`config.mk`:
```
export PLATFORM = sky130hd
export DESIGN_NAME = prng_range_sampler
export DESIGN_NICKNAME = d
export VERILOG_FILES = /design/src/rtl/prng_range_sampler.sv
export SDC_FILE = /design/constraint.sdc
export NUM_CORES = 1
export LEC_CHECK = 0
export ABC_AREA = 1
export ABC_CLOCK_PERIOD_IN_PS = 5200
export CAP_MARGIN = 15
export CORE_MARGIN = 4
export CORE_UTILIZATION = 60
export CTS_BUF_LIST = sky130_fd_sc_hd__clkbuf_8
export DETAILED_ROUTE_END_ITERATION = 6
export PLACE_DENSITY = 0.95
export SYNTH_ARGS = -nofsm -noshare
export SYNTH_HDL_FRONTEND = slang
export SYNTH_SLANG_ARGS = --single-unit
```
`constraint.sdc`:
```
create_clock -name clk_i -period 5.2 [get_ports clk_i]
set_input_delay 1.3 -clock clk_i [delete_from_list [all_inputs] [get_ports clk_i]]
set_output_delay 1.3 -clock clk_i [all_outputs]
set_load 0.05 [all_outputs]
```
`src/rtl/prng_range_sampler.sv`:
```
// prng_range_sampler: reduces a free-running PRNG word to a uniform value in [0, limit) by mask-and-reject,
// buffered in a FIFO behind a valid/ready stream. Define PRNG_SAMPLER_STATS_EN for reject/drop counters.
module prng_range_sampler #(
  parameter int WIDTH = 16,
  parameter int DEPTH = 4,
  parameter int CNT_W = 16
) (
  input  logic             clk_i,
  input  logic             rst_ni,
  input  logic [WIDTH-1:0] rnd_i,
  input  logic             en_i,
  input  logic             cfg_we_i,
  input  logic [WIDTH-1:0] limit_i,
  output logic             out_valid_o,
  input  logic             out_ready_i,
  output logic [WIDTH-1:0] out_data_o,
  output logic [CNT_W-1:0] reject_cnt_o,
  output logic [CNT_W-1:0] drop_cnt_o
);
  localparam int AW = $clog2(DEPTH);
  localparam logic [AW:0] FULL = (AW+1)'(DEPTH);
  typedef enum logic [1:0] {IDLE, RUN, FLUSH} state_e;
  state_e state_q, state_d;
  logic [WIDTH-1:0] limit_q, mask_q, mask_d, cand_q, cand_d, head_q, head_d;
  logic acc_q, acc_d, stage_v_q, stage_v_d;
  logic [WIDTH-1:0] mem_q [DEPTH];
  logic [AW-1:0] rd_q, wr_q, rd_d;
  logic [AW:0] cnt_q, cnt_d, left;
  logic flush, pop, take, push;
  // Smear limit-1 rightwards: yields the smallest 2^k-1 covering it (limit 0 wraps to all-ones).
  always_comb begin
    mask_d = limit_q - 1'b1;
    for (int i = 0; i < WIDTH; i++) mask_d = mask_d | (mask_d >> 1);
  end
  always_comb begin
    state_d   = cfg_we_i ? FLUSH : en_i ? RUN : IDLE;
    cand_d    = rnd_i & mask_q;
    acc_d     = (limit_q == '0) || (cand_d < limit_q);
    stage_v_d = (state_q == RUN) && !cfg_we_i;
    flush     = cfg_we_i || (state_q == FLUSH);
    pop       = out_valid_o && out_ready_i;
    left      = cnt_q - (AW+1)'(pop);
    take      = stage_v_q && acc_q && !flush;
    push      = take && (left < FULL);
    rd_d      = rd_q + AW'(pop);
    cnt_d     = flush ? '0 : left + (AW+1)'(push);
    head_d    = (cnt_d != '0) ? ((left == '0) ? cand_q : mem_q[rd_d]) : head_q;
  end
  always_ff @(posedge clk_i or negedge rst_ni) begin
    if (!rst_ni) begin
      state_q   <= IDLE;
      limit_q   <= '0;
      mask_q    <= '1;
      cand_q    <= '0;
      acc_q     <= 1'b0;
      stage_v_q <= 1'b0;
      rd_q      <= '0;
      wr_q      <= '0;
      cnt_q     <= '0;
      head_q    <= '0;
    end else begin
      state_q   <= state_d;
      limit_q   <= cfg_we_i ? limit_i : limit_q;
      mask_q    <= mask_d;
      cand_q    <= cand_d;
      acc_q     <= acc_d;
      stage_v_q <= stage_v_d;
      rd_q      <= flush ? '0 : rd_d;
      wr_q      <= flush ? '0 : wr_q + AW'(push);
      cnt_q     <= cnt_d;
      head_q    <= head_d;
    end
  end
  always_ff @(posedge clk_i) begin
    if (push) mem_q[wr_q] <= cand_q;
  end
  assign out_valid_o = cnt_q != '0;
  assign out_data_o  = head_q;
`ifdef PRNG_SAMPLER_STATS_EN
  logic [CNT_W-1:0] rej_q, drop_q;
  logic reject, drop;
  assign reject = stage_v_q && !acc_q && !flush;
  assign drop   = take && (left == FULL);
  always_ff @(posedge clk_i or negedge rst_ni) begin
    if (!rst_ni) begin
      rej_q  <= '0;
      drop_q <= '0;
    end else begin
      rej_q  <= rej_q + CNT_W'(reject && !(&rej_q));
      drop_q <= drop_q + CNT_W'(drop && !(&drop_q));
    end
  end
  assign reject_cnt_o = rej_q;
  assign drop_cnt_o   = drop_q;
`else
  assign reject_cnt_o = '0;
  assign drop_cnt_o   = '0;
`endif
endmodule

```
==> summary by stage, run 1 <==
Global routing
The number of global-route vias before repair came to roughly 4700. The peak-usage layer in the global routing report is met2. The number of antenna violations at the first check in global routing is 0. The first-pass GRT wire length is around 22000 um. The largest net degree at the start of global routing is 76. The global router's overall resource usage is 0.225. The global-route track usage on met2 is 0.388. The total overflow reported by the global router is 0. The global-route track usage on met3 is 0.0577. The met1 global-route usage is 0.280.

Drt
Summed over all layers, the routed wires come to 13600 um. The routed wire length per instance is between 15 and 20 um. The routed via count is 4567.

After the first detailed-routing iteration, the DRC count stood at approximately 360. The number of nets with antenna violations after detailed routing is 0. The pre-antenna-repair detailed-routing pass consisted of 5 iterations. After detailed routing, the number of remaining DRC violations is 0. The via-per-instance ratio is about 5.4.

Finish
The number of antenna diodes in the final layout is 0. At the end of the flow, the number of nets in the layout was 753. The layout overhead on the synthesized area is 14.9%. Of the cells placed in the final design, the portion with a size suffix greater than 1 is 0.152.

The number of cells in the finished layout apart from fillers is approximately 840. The number of filler cells placed in the layout is roughly 740.

STA
The count of endpoints failing hold in the final timing report was 0. In the final timing run, aggregate negative setup slack is 0 ns. Setup violations remaining at the end of the flow were counted as 0.

Static timing analysis puts the maximum clock frequency at about 0.22 GHz. The slew of the pin with the lowest slew margin is 1.03 ns. Setup repair after global routing left no endpoint under its margin. The worst max-slew margin expressed relative to the limit is 0.312.

The post-layout minimum cycle time is between 4 and 5 ns. Of the available clock period, the critical path in the final layout requires 0.862. The maximum clock skew at final layout is 0.0135 ns. The count of final max-slew check failures is 0.

Pwr
The part of the total power dissipated in combinational logic is 0.244. The share of total power dissipated in the clock network is 0.296. The internal power component is roughly 0.0019 W.

In this run the static leakage power is 3.19 nW. The power share of the sequential group is 0.459. The power density relative to cell area is ~380 nW/um^2. In this run the power spent charging and discharging nets is approximately 0.001 W.

The net switching fraction of the power is 0.344. Summing internal, switching and leakage power gives between 0.002 and 0.003 W. The worst-case IR drop observed on VDD is approximately 0.00034 V.

Status
The run finished with clean final reports.

Clocking
The clock tree root buffer cell is clkbuf_8. The count of hold buffers inserted by post-cts repair is 0. The number of H-tree branching levels is 4. The clock transition time at the flip-flop clock pins of the worst setup and hold paths is 0.09 ns. The clock latency reported for the late side of the worst-skew pair is 0.44 ns. Counting the buffers created by CTS gives 17. The maximum buffer depth of the clock tree is 2. The TritonCTS clock tree is yes. The tree built by TritonCTS fans out to ~140 sinks. The count of instances resized after the clock tree is built is 0. Post-CTS timing repair inserted 0 buffers for setup.

Yosys
In the synthesized netlist, the number of instances is between 600 and 700. The cell area after technology mapping is around 6500 sq um. The average cell area after synthesis is between 10 and 15 sq um. The largest total area in the synthesized netlist belongs to edfxtp_1.

After synthesis, the share of cell area in mux cells is 0. The compound-gate portion of the synthesized area is 0.0942. The commonest cells after synthesis are 82 x nand2_1, 81 x nor2_1, 71 x inv_1, 64 x edfxtp_1, 59 x dfrtp_1. The number of enable-type register cells in the synthesized netlist is 64. The Yosys step of the flow raised 0 warnings. In the synthesized netlist the dominant register cell turns out to be edfxtp_1. The share of synthesized area in the top cell type comes to 0.296. In this run, distinct cell masters in the synthesized netlist total 35. The synthesized flop and latch total is around 140. The main combinational cell family by area after synthesis is simple AND/OR/NAND/NOR gates. The dominant cell by count in the synthesized netlist is nand2_1. Of all flip-flops after synthesis, the portion carrying an async set or reset was 0.540. In the post-synthesis netlist, the biggest area contributors are edfxtp_1 30%, dfrtp_1 23%, dfstp_2 6.5%. The xor/xnor cell area share of the yosys netlist is 0.00674. Of the total synthesized cell area, the portion taken by AND, OR, NAND and NOR gates is 0.177.

The adder-cell share of the synthesized area is 0.0443. The post-synthesis sequential area ratio is 0.588.

Critical path
STA puts the critical path data arrival time at around 4.8 ns. The category of the worst setup path capture point is a register. The critical-path maximum fanout is 32.

The worst setup path is of the in -> reg kind. At the worst endpoint, the required time is around 5.5 ns. The worst setup path is launched from an input pin.

Die
The total core area is roughly 10000 sq um. 86 I/O pins were placed. The starting density of the core is 0.624.

The die footprint is about 13000 sq um. The floorplan has 37 rows. From left edge to right edge, the die measures around 110 um.

The die height is between 100 and 150 um.

Run
The number of max-capacitance violations reported is 0.

Placed design
Routability-driven placement finished with a final weighted congestion of between 0.9 and 1. Summed over all nets, the half-perimeter wirelength after detailed placement is between 9000 and 10000 um. The total instance count after detailed placement is just over 800. The count of input and output buffers is 53.

Min path
The type of the tightest min-delay check is reg -> reg.
[through the flow]
| step | area, sq um | worst slack [ns] | utilization | hold slack, ns |
|---|---|---|---|---|
| floorplan | 6610 | 1.39 | - | 0.407 |
| global route | 7460 | 0.366 | 0.717 | 0.451 |
| global placement | 7080 | 0.651 | 0.680 | 0.412 |
| detailed placement | 7080 | 0.272 | 0.680 | 0.424 |
| CTS | 7460 | 0.748 | 0.717 | 0.435 |
| finish | 7460 | 0.717 | 0.717 | 0.439 |
[layout by cell type (no fill, tap or decap), drive strengths merged, types with 2 or more instances in the layout]
cell type      Yosys  final
conb               1     32
o311ai            16     16
clkinv             0      5
o21ai             38     38
ha                23     23
nor2              96     96
buf               36      9
dfrtp             59     59
xor2               2      2
xnor2              3      3
nand4              4      4
clkbuf            16     18
and2               2      2
edfxtp            64     64
nand3             21     21
clkdlybuf4s50      0     52
nand2             93     93
inv               71     77
a21oi             26     26
o211ai            17     17
or2               17     17
dfstp             16     16
nor3               9      9
clkinvlp           0      2
[critical path, cell delays in order]
cell	delay, ns
clkdlybuf4s50_1	0.44
a21boi_0	0.26
ha_1	0.21
ha_1	0.16
xnor2_1	0.20
nand4_1	0.35
inv_1	0.20
ha_1	0.17
ha_1	0.14
inv_1	0.05
or2_2	0.29
nand3_1	0.08
nand2_1	0.50
nor2_1	0.31
a21oi_1	0.09
[kinds of logic after synthesis]
| group | after synthesis |
|---|---|
| buffers and inverters | 123 |
| other | 1 |
| DFF | 139 |
| xor gates and xnor gates | 5 |
| AOI/OAI and AO/OA | 100 |
| adders and majority gates | 23 |
| and+or+nand+nor | 243 |
[layer usage]
layer / vias to the layer above / share of wire
met3: 29 / 0.076
met1: 2171 / 0.38
li1: 2172 / -
met2: 195 / 0.52
met4: 0 / 0.020
met5: - / 0
[sequential cells by signal, indices dropped and copies added (netlist names)]
| signal | flops |
|---|---|
| acc_q | 1 |
| cand_q | 16 |
| cnt_q | 3 |
| limit_q | 16 |
| mask_q | 16 |
| mem_q | 64 |
| out_data_o | 16 |
| rd_q | 2 |
| stage_v_q | 1 |
| state_q | 2 |
| wr_q | 2 |
[power by group through the flow]
stage                     Combinational, W  Clock, W  Sequential, W
after floorplan                   0.000264         0        0.00153
after global routing              0.000742  0.000914        0.00131
after global placement            0.000668         0        0.00132
after CTS                         0.000695  0.000844        0.00130
final                             0.000692  0.000840        0.00130
after detailed placement          0.000689         0        0.00133
[final cells by class]
type                       count  area, sq um  area share
multi-input combinational    403         2240       0.300
inverter                      71          267      0.0357
clock buffer                  18          248      0.0332
sequential                   139         3820       0.512
clock inverter                14          135      0.0181
timing repair buffer          61          586      0.0785
tap                          136          170      0.0228
[path summary, 6_finish.rpt]
path / startpoint / slack (ns) / depth (start not counted) / end
max reg2reg: cnt_q[2] / 1.44 / 15 / out_data_o[2]
min reg2reg: state_q[1] / 0.44 / 1 / stage_v_q
max: out_ready_i / 0.72 / 15 / out_data_o[2]
min: state_q[1] / 0.44 / 1 / stage_v_q
max in group asynchronous: rst_ni / 3.51 / 2 / cand_q[6]
min in group asynchronous: rst_ni / 1.06 / 2 / out_data_o[0]
Power figures use the tool's default switching activity.
==> run 2: changes to the inputs <==
--- a/config.mk
+++ b/config.mk
@@ -7,12 +7,13 @@
 export LEC_CHECK = 0
 export ABC_AREA = 1
 export ABC_CLOCK_PERIOD_IN_PS = 5200
-export CAP_MARGIN = 15
+export CAP_MARGIN = 20
 export CORE_MARGIN = 4
 export CORE_UTILIZATION = 60
 export CTS_BUF_LIST = sky130_fd_sc_hd__clkbuf_8
 export DETAILED_ROUTE_END_ITERATION = 6
-export PLACE_DENSITY = 0.95
+export PLACE_DENSITY = 0.86
+export SLEW_MARGIN = 40
 export SYNTH_ARGS = -nofsm -noshare
 export SYNTH_HDL_FRONTEND = slang
 export SYNTH_SLANG_ARGS = --single-unit
==> run 2 against run 1 <==
Effect of this change:
- clock power shrank 1%
- via count shrank 1.3%
- design area is essentially flat
- power shrank 0.54%
- final cell count is the same
- critical path type unchanged
==> summary by stage, run 2 (synthesized netlist as in run 1, its figures left out) <==
Pwr
The analysis attributes to net switching a power of just over 0.0009 W. The power consumption is 0.00282 W. The power density relative to cell area is approximately 380 nW/um^2. The worst-case vdd ir drop is 0.000296 V. The part of the total power dissipated in the clock network is 0.294.

The power share of the sequential group is 0.461. The static leakage is approximately 3.2 nW. The share of total power dissipated in combinational logic is 0.245.

The internal power component is 0.00189 W. Of the total power, the share spent switching nets is 0.330.

Critical path
For the worst setup path, the data arrival time is 4.53 ns. The worst setup path is captured at a register. The required time at the worst-slack endpoint is ~5.5 ns.

STA classifies the critical path startpoint as an input pin. The worst setup path is of the in -> reg kind. In this run the worst path has a maximum fanout of 32.

STA
The maximum clock skew at final layout is about 0.012 ns. Subtracting the final worst setup slack from the clock period gives between 4 and 5 ns. The sum of negative setup slack is 0 ns.

Setup repair after global routing left no endpoint under its margin. The count of final max-slew check failures came to 0. The slew of the pin with the lowest slew margin is ~0.67 ns. The worst max-slew margin expressed relative to the limit is 0.552. Of the available clock period, the critical path in the final layout requires 0.811.

The count of endpoints failing hold in the final timing report came to 0. The highest clock frequency the design can meet is ~0.24 GHz. Across all hold checks on the routed design, the worst slack comes to around 0.43 ns.

The number of failing setup endpoints in the final timing report is 0.

Clocking
Clock-pin slew was measured on the worst setup and hold paths at about 0.080 ns. In this run the clock root is driven by a clkbuf_8. The count of hold buffers inserted by post-cts repair is 0.

The clock latency reported for the late side of the worst-skew pair is ~0.44 ns. Counting the buffers created by CTS gives 17. TritonCTS built the clock tree. The number of gates resized after CTS was 0. The number of H-tree branching levels is 4. CTS saw between 100 and 150 sinks. The post-CTS setup repair buffer count is 0.

The maximum buffer depth of the clock tree is 2.

Finish
The final layout net count is approximately 750. Ranked by flip-flop count, first place goes to mem_q. The proportion of layout cells with a drive suffix above 1 is 0.152. The repair_antennas step left the layout with diodes totalling 0.

In the layout the commonest cells are 81 x nor2_1, 81 x nand2_1, 70 x inv_1, 64 x edfxtp_1, 59 x dfrtp_1. The register with the most flip-flops in the layout has between 60 and 70 of them. The layout overhead on the synthesized area is 14.9%.

Drt
The routed wire length per instance is 15.5 um. The overall routed net length is about 13000 um. The via-per-instance ratio is ~5.4. For this run, design rule violations remaining after detail routing come to 0.

The routed via count is 4507. The iteration-0 DRC count of the detailed router is 369. The first detailed-routing pass ran for 5 iterations. The number of nets with antenna violations after detailed routing is 0.

Run
The number of max-capacitance violations reported is 0.

Die
The die footprint is 12600 sq um. From bottom edge to top edge, the die measures around 110 um. The placement row count is 37. The top-level port count is 86. The total core area is about 10000 sq um. For this configuration, the core starts out at a cell density of 0.624. In this run the horizontal extent of the chip is between 100 and 150 um.

Status
The run finished with clean final reports.

Placed design
The HPWL after detailed placement is 9170 um. The count of input and output buffers is 53. The placer's final routability congestion estimate is 0.933.

Global routing
The total overflow reported by the global router is 0. The number of global-route vias before repair came to between 4000 and 5000. In the global route stage, overall resource usage came out at 0.217. The first-pass GRT wire length is 21500 um.

Entering global routing, the biggest net connects 76 pins. The number of antenna violations at the first check in global routing is 0.

Min path
The type of the tightest min-delay check is reg -> reg.
[run 2: cell count changes in the layout (fill, tap and decap cells not counted), sizes merged]
cell,delta
bufinv,+1
clkinv,+5
inv,-6
[run 2: worst paths after layout]
path | depth (start not counted) | endpoint | slack [ns] | startpoint
max | 15 | out_data_o[13] | 0.98 | out_ready_i
min | 1 | stage_v_q | 0.43 | state_q[1]
max reg2reg | 15 | out_data_o[13] | 1.77 | cnt_q[2]
min reg2reg | 1 | stage_v_q | 0.43 | state_q[1]
max in group asynchronous | 1 | limit_q[10] | 3.86 | rst_ni
min in group asynchronous | 1 | out_data_o[2] | 0.86 | rst_ni
[run 2: metrics by stage]
stage,util,setup WS [ns],cell area [sq um],instances
after floorplan,-,1.39,6610,665
after global placement,0.680,0.612,7080,810
after global routing,0.717,0.684,7470,842
after CTS,0.717,0.696,7460,842
final,0.717,0.981,7470,842
after detailed placement,0.680,0.226,7090,810
[run 2: final cells by class]
type	count	area, sq um
multi-input combinational	403	2240
tap	136	170
clock buffer	18	248
sequential	139	3820
timing repair buffer	61	592
inverter	71	267
clock inverter	14	129
fill	735	2950
[run 2: worst max-delay path, stage by stage]
cell and delay (ns):
clkdlybuf4s50_1 0.47, a21boi_0 0.30, ha_1 0.21, ha_1 0.16, xnor2_1 0.19, nand4_1 0.33
inv_1 0.17, ha_1 0.16, ha_1 0.14, inv_1 0.05, or2_2 0.29, nand3_1 0.11
nand2_2 0.33, nor2_1 0.25, a21oi_1 0.06
[run 2: metal layers]
metal / GRT usage / vias up / part of all wire / wire, um
li1: - / 2172 / - / -
met1: 0.269 / 2116 / 0.39 / 5070
met2: 0.367 / 185 / 0.51 / 6650
met3: 0.0431 / 34 / 0.072 / 939
met4: 0.103 / 0 / 0.030 / 385
met5: 0 / - / 0 / 0
[run 2: power groups by stage]
stage / clock network [W] / registers (W) / logic, W
finish: 0.000828 / 0.00130 / 0.000690
global route: 0.000891 / 0.00131 / 0.000739
CTS: 0.000843 / 0.00130 / 0.000692
detailed placement: 0 / 0.00132 / 0.000688
global placement: 0 / 0.00132 / 0.000670
floorplan: 0 / 0.00153 / 0.000264
==> run 3: changes to the inputs <==
--- a/config.mk
+++ b/config.mk
@@ -6,13 +6,13 @@
 export NUM_CORES = 1
 export LEC_CHECK = 0
 export ABC_AREA = 1
-export ABC_CLOCK_PERIOD_IN_PS = 5200
+export ABC_CLOCK_PERIOD_IN_PS = 3600
 export CAP_MARGIN = 20
 export CORE_MARGIN = 4
-export CORE_UTILIZATION = 60
+export CORE_UTILIZATION = 52
 export CTS_BUF_LIST = sky130_fd_sc_hd__clkbuf_8
 export DETAILED_ROUTE_END_ITERATION = 6
-export PLACE_DENSITY = 0.86
+export PLACE_DENSITY = 0.79
 export SLEW_MARGIN = 40
 export SYNTH_ARGS = -nofsm -noshare
 export SYNTH_HDL_FRONTEND = slang
==> constraint.sdc (replaced) <==
create_clock -name clk_i -period 3.6 [get_ports clk_i]
set_input_delay 0.9 -clock clk_i [delete_from_list [all_inputs] [get_ports clk_i]]
set_output_delay 0.9 -clock clk_i [all_outputs]
set_load 0.05 [all_outputs]
==> run 3 against run 2 <==
Effect of this change:
- sequential cell count did not move
- utilization is 9.5 points lower
- hold slack gained 0.0063 ns
- wire length fell by 0.88%
- non-clock buffer count rose by 4
- combinational power increased by 44%
- die area increased by 14%
- critical path depth is 1 higher
- sequential share of layout area down 0.45 points
- clock skew down 0.0022 ns
==> summary by stage, run 3 (synthesized netlist as in run 1, its figures left out) <==
Status
The flow ran to the end, and the final reports show no timing, DRC or antenna violations.

STA
The maximum clock skew at final layout is about 0.0096 ns. The part of the cycle the worst path needs is 0.918. The post-layout minimum cycle time is between 3 and 4 ns. The worst max-slew margin expressed relative to the limit is 0.561.

Setup repair after global routing left no endpoint under its margin. The count of endpoints failing hold in the final timing report came to 0. The count of final max-slew check failures is 0.

The highest clock frequency the design can meet is around 0.3 GHz. At the pin with the least slew margin, the transition time is between 0.6 and 0.7 ns. The number of failing setup endpoints in the final timing report is 0.

Critical path
The kind of cell adding the most delay to the critical path is buffers and inverters. The critical path launch point type is an input pin. Traced cell by cell, the critical path runs through clkdlybuf4s50_1 -> a21boi_1 -> ha_1 -> ha_1 -> xnor2_1 -> nand4_1 -> inv_1 -> ha_1 -> ha_1 -> inv_1 -> or2_2 -> nand3_1 -> nand2_1 -> buf_12 -> nor2_1 -> a21oi_1. At the worst endpoint, the required time is around 4 ns. For the worst flop-to-flop path, the logic depth is 16. Of all nets on the critical path, the largest fanout is 32. The category of the worst setup path capture point is a register.

The critical path depth is 16. On the worst path, the slowest cell contributes a delay of 0.42 ns. The slowest stage of the critical path belongs to the cell clkdlybuf4s50_1.

The cell that appears most often on the critical path is ha_1. The arrival time at the worst endpoint is ~3.6 ns. The worst setup path is of the in -> reg kind. The number of buffers and inverters on the critical path is 4.

Die
Measured along the x axis, the die boundary spans roughly 120 um. The floorplan has 40 rows. The die height is around 120 um. The starting density of the core is 0.536. The total core area is between 10000 and 15000 sq um. Pin placement for this block handled 86 I/O pins.

The die covers about 14000 sq um.

Drt
The length of routed met3 wiring is ~630 um. The overall routed net length is ~13000 um. The first detailed-routing pass ran for 5 iterations. In the routed layout, each cell is associated on average with a via count of 5.10. For this block, wires on met1 add up to between 5000 and 6000 um. The number of remaining DRC errors is 0.

The top metal layer carrying routed signals is met4. Detailed routing inserted a total of 4474 vias. The routed wire length per instance is between 10 and 15 um.

The wire length on met2 is roughly 6600 um. The detailed router finished its first iteration with 288 violations. The count of nets left with antenna violations once routing finished came out at 0.

Clocking
After clock tree synthesis, the clock-pin slew on the worst setup and hold paths is about 0.070 ns. TritonCTS built the clock tree. The clock tree root buffer cell is clkbuf_8. The maximum buffer depth of the clock tree is 2.

The count of hold buffers inserted by post-cts repair is 0. The clock sink total is 139. Buffers added to address setup during post-CTS repair amount to 0. The count of instances resized after the clock tree is built is 0. For the worst-skew pair, the clock arrives at the later sink with an insertion delay of about 0.45 ns. The number of CTS-inserted buffers is 17.

The H-tree was split into 4 levels.

Min path
Along the worst hold path, the cell count comes to 1. The type of the tightest min-delay check is reg -> reg.

Finish
The layout overhead on the synthesized area is 15.9%. In the final design database the tool counted 757 nets. Of the cells placed in the final design, the portion with a size suffix greater than 1 is 0.154. The register cell area after layout is about 3800 sq um.

The final design area excluding fillers is 7530 sq um. The most common cell after layout, fill and taps aside is nand2_1. The number of antenna diodes in the final layout is 0. The register with the highest flop count is mem_q. The area of the multi-input gates is around 2200 sq um. In the layout the commonest cells are 82 x nand2_1, 81 x nor2_1, 73 x inv_1, 64 x edfxtp_1, 59 x dfrtp_1. The number of flip-flops in the largest register is 64. Counting the fill cells in the layout gives just over 1000.

Global routing
The first global-routing pass estimated around 21000 um of wire. For this run, the total global-route usage over all layers was measured as 0.192. The number of global-route vias before repair was 4486. The number of antenna violations at the first check in global routing is 0. The total overflow left after global routing is 0.

Entering global routing, the biggest net connects between 70 and 80 pins.

Pwr
Power spread over the standard cell area amounts to ~530 nW/um^2. The analysis attributes to cell leakage a power of roughly 3.2 nW. The part of the total power dissipated in the clock network is 0.286. The power share of the sequential group is 0.466.

The net switching fraction of the power is 0.341. The worst-case vdd ir drop is 0.000297 V. The power consumption is 0.00403 W.

Internal power comes to 0.00265 W. The net switching power is around 0.0014 W. The part of the total power dissipated in combinational logic is 0.247.

Placed design
Port buffering added 53 buffers. After legalization and detailed placement, the total HPWL measured roughly 9200 um. The cell area after placement is slightly above 7000 sq um. The placer's final routability congestion estimate is 0.883.

Run
Across the run, the number of max-cap violations was 0.
## run 3: routing by layer
| layer | track usage | vias up |
|---|---|---|
| met5 | 0 | - |
| met4 | 0.0744 | 0 |
| met3 | 0.0523 | 27 |
| met2 | 0.326 | 125 |
| met1 | 0.232 | 2145 |
| li1 | - | 2177 |
## run 3: cell type report
type,count,share of cell area
flip-flops and latches,139,0.507
multi-input cells,403,0.297
well taps,168,0.0279
inverters,71,0.0354
clock buffers,17,0.0311
repair buffers,65,0.0842
clock inverters,15,0.0171
## run 3: worst register-to-register path, cell delays in order, from the launching register on
cell	delay, ns
dfrtp_1	0.41
nor2_1	0.14
a21boi_1	0.11
ha_1	0.19
ha_1	0.21
xnor2_1	0.32
nand4_1	0.18
inv_1	0.12
ha_1	0.15
ha_1	0.13
inv_1	0.05
or2_2	0.29
nand3_1	0.10
nand2_1	0.10
buf_12	0.17
nor2_1	0.10
a21oi_1	0.05
## run 3: final timing paths
path / start / endpoint / slack, ns
min reg2reg: state_q[1] / stage_v_q / 0.44
max: out_ready_i / out_data_o[5] / 0.29
min in group asynchronous: rst_ni / out_data_o[10] / 0.46
max in group asynchronous: rst_ni / limit_q[8] / 2.69
min: state_q[1] / stage_v_q / 0.44
max reg2reg: cnt_q[2] / out_data_o[5] / 0.67
## run 3: power groups by stage
| stage | combinational, W | clock (W) | sequential [W] |
|---|---|---|---|
| floorplan | 0.000381 | 0 | 0.00222 |
| global placement | 0.000977 | 0 | 0.00191 |
| detailed placement | 0.00100 | 0 | 0.00191 |
| CTS | 0.00100 | 0.00118 | 0.00188 |
| global route | 0.00107 | 0.00126 | 0.00190 |
| finish | 0.000997 | 0.00115 | 0.00188 |
## run 3: stage by stage
| step | util | setup TNS, ns | std cells | setup slack, ns | hold slack [ns] |
|---|---|---|---|---|---|
| final | 0.622 | 0 | 878 | 0.294 | 0.441 |
| after detailed placement | 0.592 | -2.99 | 846 | -0.198 | 0.430 |
| after global routing | 0.622 | 0 | 878 | 0.0581 | 0.470 |
| after CTS | 0.622 | 0 | 878 | 0.277 | 0.447 |
| after floorplan | - | 0 | 665 | 0.193 | 0.407 |
| after global placement | 0.592 | 0 | 846 | 0.0443 | 0.413 |
